--- src/rtl/axi_cmd_arbiter.sv ---
// Round-robin arbiter that funnels NUM_REQ command requesters onto one downstream
// command/read channel, with one transaction outstanding at a time.
module axi_cmd_arbiter #(
    parameter int unsigned NUM_REQ        = 4,
    parameter int unsigned AXI_ADDR_WIDTH = 32,
    parameter int unsigned AXI_DATA_WIDTH = 32,
    parameter int unsigned AXI_STRB_WIDTH = AXI_DATA_WIDTH / 8
) (
    input  logic                              clk,
    input  logic                              rst,

    input  logic [NUM_REQ-1:0]                s_cmd_valid,
    output logic [NUM_REQ-1:0]                s_cmd_ready,
    input  logic [NUM_REQ-1:0]                s_cmd_write,
    input  logic [NUM_REQ*AXI_ADDR_WIDTH-1:0] s_cmd_addr,
    input  logic [NUM_REQ*AXI_DATA_WIDTH-1:0] s_cmd_wdata,
    input  logic [NUM_REQ*AXI_STRB_WIDTH-1:0] s_cmd_wstrb,
    input  logic [NUM_REQ*8-1:0]              s_cmd_len,
    output logic [AXI_DATA_WIDTH-1:0]         s_rdata,
    output logic [NUM_REQ-1:0]                s_rvalid,
    input  logic [NUM_REQ-1:0]                s_rready,
    output logic [1:0]                        s_resp,
    output logic [NUM_REQ-1:0]                s_done,

    output logic                              m_cmd_valid,
    input  logic                              m_cmd_ready,
    output logic                              m_cmd_write,
    output logic [AXI_ADDR_WIDTH-1:0]         m_cmd_addr,
    output logic [AXI_DATA_WIDTH-1:0]         m_cmd_wdata,
    output logic [AXI_STRB_WIDTH-1:0]         m_cmd_wstrb,
    output logic [7:0]                        m_cmd_len,
    input  logic [AXI_DATA_WIDTH-1:0]         m_rdata,
    input  logic                              m_rvalid,
    output logic                              m_rready,
    input  logic [1:0]                        m_resp,
    input  logic                              m_done,

    output logic                              busy,
    output logic [$clog2(NUM_REQ)-1:0]        grant_id
);

    localparam int unsigned IdW = $clog2(NUM_REQ);

    typedef enum logic [1:0] {
        StIdle,
        StIssue,
        StBusy
    } state_e;

    state_e         state_q;
    logic [IdW-1:0] grant_q;
    logic [IdW-1:0] last_q;

    logic [IdW-1:0] winner;
    logic [IdW-1:0] cand;
    logic           found;
    logic           in_issue;
    logic           in_busy;
    logic           req_live;
    logic           cmd_hs;

    // Unpack the flattened request fields so the grant mux is a plain array read.
    logic [AXI_ADDR_WIDTH-1:0] addr_arr  [NUM_REQ];
    logic [AXI_DATA_WIDTH-1:0] wdata_arr [NUM_REQ];
    logic [AXI_STRB_WIDTH-1:0] wstrb_arr [NUM_REQ];
    logic [7:0]                len_arr   [NUM_REQ];

    for (genvar g = 0; g < NUM_REQ; g++) begin : g_unpack
        assign addr_arr[g]  = s_cmd_addr[g*AXI_ADDR_WIDTH +: AXI_ADDR_WIDTH];
        assign wdata_arr[g] = s_cmd_wdata[g*AXI_DATA_WIDTH +: AXI_DATA_WIDTH];
        assign wstrb_arr[g] = s_cmd_wstrb[g*AXI_STRB_WIDTH +: AXI_STRB_WIDTH];
        assign len_arr[g]   = s_cmd_len[g*8 +: 8];
    end

    // Search starts one past the last completed owner, wrapping at NUM_REQ.
    always_comb begin
        winner = last_q;
        found  = 1'b0;
        cand   = last_q;
        for (int unsigned k = 0; k < NUM_REQ; k++) begin
            cand = (cand == IdW'(NUM_REQ - 1)) ? '0 : cand + IdW'(1);
            if (!found && s_cmd_valid[cand]) begin
                winner = cand;
                found  = 1'b1;
            end
        end
    end

    assign in_issue = !rst && (state_q == StIssue);
    assign in_busy  = !rst && (state_q == StBusy);
    assign req_live = s_cmd_valid[grant_q];
    assign cmd_hs   = m_cmd_valid && m_cmd_ready;

    assign m_cmd_valid = in_issue && req_live;
    assign m_cmd_write = s_cmd_write[grant_q];
    assign m_cmd_addr  = addr_arr[grant_q];
    assign m_cmd_wdata = wdata_arr[grant_q];
    assign m_cmd_wstrb = wstrb_arr[grant_q];
    assign m_cmd_len   = len_arr[grant_q];

    assign m_rready = in_busy && s_rready[grant_q];
    assign s_rdata  = m_rdata;
    assign s_resp   = m_resp;
    assign busy     = !rst && (state_q != StIdle);
    assign grant_id = grant_q;

    always_comb begin
        s_cmd_ready = '0;
        s_rvalid    = '0;
        s_done      = '0;
        if (cmd_hs) begin
            s_cmd_ready[grant_q] = 1'b1;
        end
        if (in_busy) begin
            s_rvalid[grant_q] = m_rvalid;
            s_done[grant_q]   = m_done;
        end
    end

    always_ff @(posedge clk) begin
        if (rst) begin
            state_q <= StIdle;
            grant_q <= '0;
            last_q  <= IdW'(NUM_REQ - 1);
        end else begin
            case (state_q)
                StIdle: begin
                    if (|s_cmd_valid) begin
                        grant_q <= winner;
                        state_q <= StIssue;
                    end
                end
                StIssue: begin
                    // A withdrawn request abandons the grant without touching priority.
                    if (!req_live) begin
                        state_q <= StIdle;
                    end else if (m_cmd_ready) begin
                        state_q <= StBusy;
                    end
                end
                StBusy: begin
                    if (m_done) begin
                        last_q  <= grant_q;
                        state_q <= StIdle;
                    end
                end
                default: state_q <= StIdle;
            endcase
        end
    end

endmodule

--- config.mk ---
export PLATFORM = sky130hd
export DESIGN_NAME = axi_cmd_arbiter
export DESIGN_NICKNAME = d
export VERILOG_FILES = /design/src/rtl/axi_cmd_arbiter.sv
export SDC_FILE = /design/constraint.sdc
export NUM_CORES = 1
export LEC_CHECK = 0
export BUFFER_PORTS_ARGS = -buffer_cell sky130_fd_sc_hd__buf_4
export CORE_AREA = 2 2 188 190
export DETAILED_ROUTE_END_ITERATION = 16
export DIE_AREA = 0 0 190 192
export SLEW_MARGIN = 20
export SYNTH_ARGS = -nofsm -noshare
export SYNTH_HDL_FRONTEND = slang
export SYNTH_SLANG_ARGS = --single-unit
--- constraint.sdc ---
create_clock -name clk -period 6.11 [get_ports clk]
set_input_delay 0.3055 -clock clk [delete_from_list [all_inputs] [get_ports clk]]
set_output_delay 0.3055 -clock clk [all_outputs]
set_load 0.005 [all_outputs]
==> results.toml <==
[hold_path]
min_from = "rst"
hold_path_class = "in -> reg"

[timing]
tightest_slew_ns = 0.6860
layout_min_cycle_time_ns = 3.109
hold_violations = 0
fmaxAchievable_ghz = 0.3216
relSlewSlack = 0.5427
finalCritPeriodShare = 0.5089
finalSetupTns_ns = 0
rsz0062_at_grt = "false"
drv_slew = 0
fin_ws_ns = 3.001
setup_violations = 0
skew_ns = 0.005471

[die]
coreArea_mm2 = 0.03429
die-width_um = 190
boundaryPins = 483
rows = 68
die_area_mm2 = 0.03648
die_y_um = 192
start_util = 0.08094

[global_route]
grt.total_usage = 0.08504
grt_pass1_vias = 3804
antenna_found_initial = 3
grt-ovfl-total = 0
grt_max_degree = 51
grt_pass1_wl_mm = 23.43

[pwr]
irDropWorstVdd_mv = 0.1010
p_leak_nw = 2.697
powerDensity_mw_per_mm2 = 117.6

[placed_design]
place_area_mm2 = 0.006115
post-place-ws_ns = 3.275
dp_hpwl_mm = 15.87
port_buffers = 414
place.gp.congestion = 0.7415

[synth]
synth_flop_cell = "dfxtp_1"
avgSynthCellArea_um2 = 12.23
yosys.area.top_type_share = 0.6411
synth_top_area_cell = "mux4_2"
synth_xor_area_frac = 0.003156
synth_nets = 583
ys_types = 33
async_flop_share = 0
synth-simple-area-share = 0.09829
netlist_top_cells_area = "mux4_2 64%, buf_4 9.2%, dfxtp_1 4.3%, clkbuf_1 2.3%, nor2_1 2.3%"
synth_fa_ha_area_frac = 0.004509
synth-edff-count = 0
synth_top_family_by_area = "multiplexers"
synth.most_common_cell = "mux4_2"
ys_seq_area_frac = 0.04328
synth_compound_gate_area_share = 0.04418
synthesis.area_mm2 = 0.002775
ys_ff_latch = 6
ys_top_cells_by_count = "79 x mux4_2, 34 x buf_4, 17 x clkbuf_1, 17 x nor2_1, 9 x buf_2"
yosys_warnings = 0
muxShareOfSynthArea = 0.6727
synthesis.instances = 227

[cts]
cts.repair.resized = 0
postCtsHoldBufs = 0
ctsLongestPathBuffers = 2
cts.htree.levels = 1
cts.sinks = 6
cts_tree = "done"
clockRootBuffer = "clkbuf_16"
cts_setup_buffers = 0
cts_buffers = 3
clock_latency_ns = 0.23
clk_pin_slew_ns = 0.04

[drt]
wl_per_cell_um = 17.21
dr.pass1.iters = 4
drt_iter0_drc = 105
wirelength_mm = 17.95
via_count = 3698
route.detailed.drc = 0
vias_per_cell = 3.546
ant_nets = 0

[setup_path]
regToRegStartpoint = "last_q[0]"
crit_family = "buffers and inverters"
worst_path_largest_cell_delay_ns = 0.69
crit_buf_inv = 2
worstPathArrival_ns = 2.80
crit_slowest_cell = "dfxtp_4"
start_kind = "flop"
critical_path_class = "reg -> out"
cp_cell_sequence = "buf_4 -> mux4_2 -> nand2_1 -> nor3_1 -> nand2_1 -> nor3_1 -> buf_4"
ff2ff_setup_slack_ns = 3.59
endpoint_kind = "primary output"
critPathMaxFanout = 50
worstPathRequired_ns = 5.80
startpoint = "grant_id[1]"

[layout]
utilization = 0.1807
final_area_mm2 = 0.006196
area_growth_pct = 123.3
drive_above_1_share = 0.8654
nets = 944
nFillCells = 3770

[status]
status = "finished, final reports clean"

[job]
drv_cap = 0
## final timing paths
| check | cells past startpoint | to |
|---|---|---|
| max reg2reg | 6 | grant_id[0] |
| min | 2 | state_q[1] |
| min reg2reg | 2 | last_q[1] |
| max | 7 | s_cmd_ready[0] |
## sequential cells by signal, indices dropped and copies added (netlist names)
| register | flops |
|---|---|
| last_q | 2 |
| grant_id | 2 |
| state_q | 2 |
## power breakdown
part	internal, W	total (W)	switching (W)
sequential	0.0000425	0.0000628	0.0000203
clock	0.0000871	0.000114	0.0000268
combinational	0.000377	0.000552	0.000175
total	0.000506	0.000729	0.000223
## cells in the final DEF, fill, tap and decap left out, types with 3 or more instances in the layout
cell,instances
mux4_2,79
nor2_1,17
nor3_1,7
clkbuf_16,3
a21oi_1,7
buf_4,417
o21ai_0,3
mux2i_1,5
nand2b_1,8
nand2_1,8
dfxtp_1,4
## cell families (layout without fill, tap and decap cells)
| group | after synthesis | count (layout) |
|---|---|---|
| multiplexers | 87 | 87 |
| XOR/XNOR | 1 | 1 |
| AO/OA/AOI/OAI | 17 | 17 |
| AND/OR/NAND/NOR | 53 | 53 |
| flip-flops | 6 | 6 |
| adder cells (fa/ha/maj) | 1 | 1 |
| buffers and inverters | 62 | 422 |
| other | 0 | 1 |
## metrics by stage
| stage | cells | hold WS [ns] | power (W) |
|---|---|---|---|
| after floorplan | 227 | 0.4740 | 0.0003133 |
| after global placement | 1038 | 0.5237 | 0.0006184 |
| after detailed placement | 1038 | 0.5157 | 0.0006240 |
| after CTS | 1042 | 0.3159 | 0.0007401 |
| after global routing | 1043 | 0.3335 | 0.0007761 |
| final | 1043 | 0.3206 | 0.0007287 |
## layout make-up
class	count	area, um^2	share of cell area
timing repair buffer	417	3131	0.5053
multi-input combinational	159	2283	0.3685
tap	455	569.3	0.09188
sequential	6	127.6	0.02060
clock buffer	4	78.83	0.01272
inverter	1	3.754	0.0006058
antenna	1	2.502	0.0004039
## per-layer routing
layer	up-vias	wire (um)	track usage
met3	18	1646	0.02686
met4	4	153	0.008646
met2	225	9239	0.1505
met1	1820	6878	0.1040
li1	1631	-	-
met5	-	32	0
(Power assumes the default switching activity.)
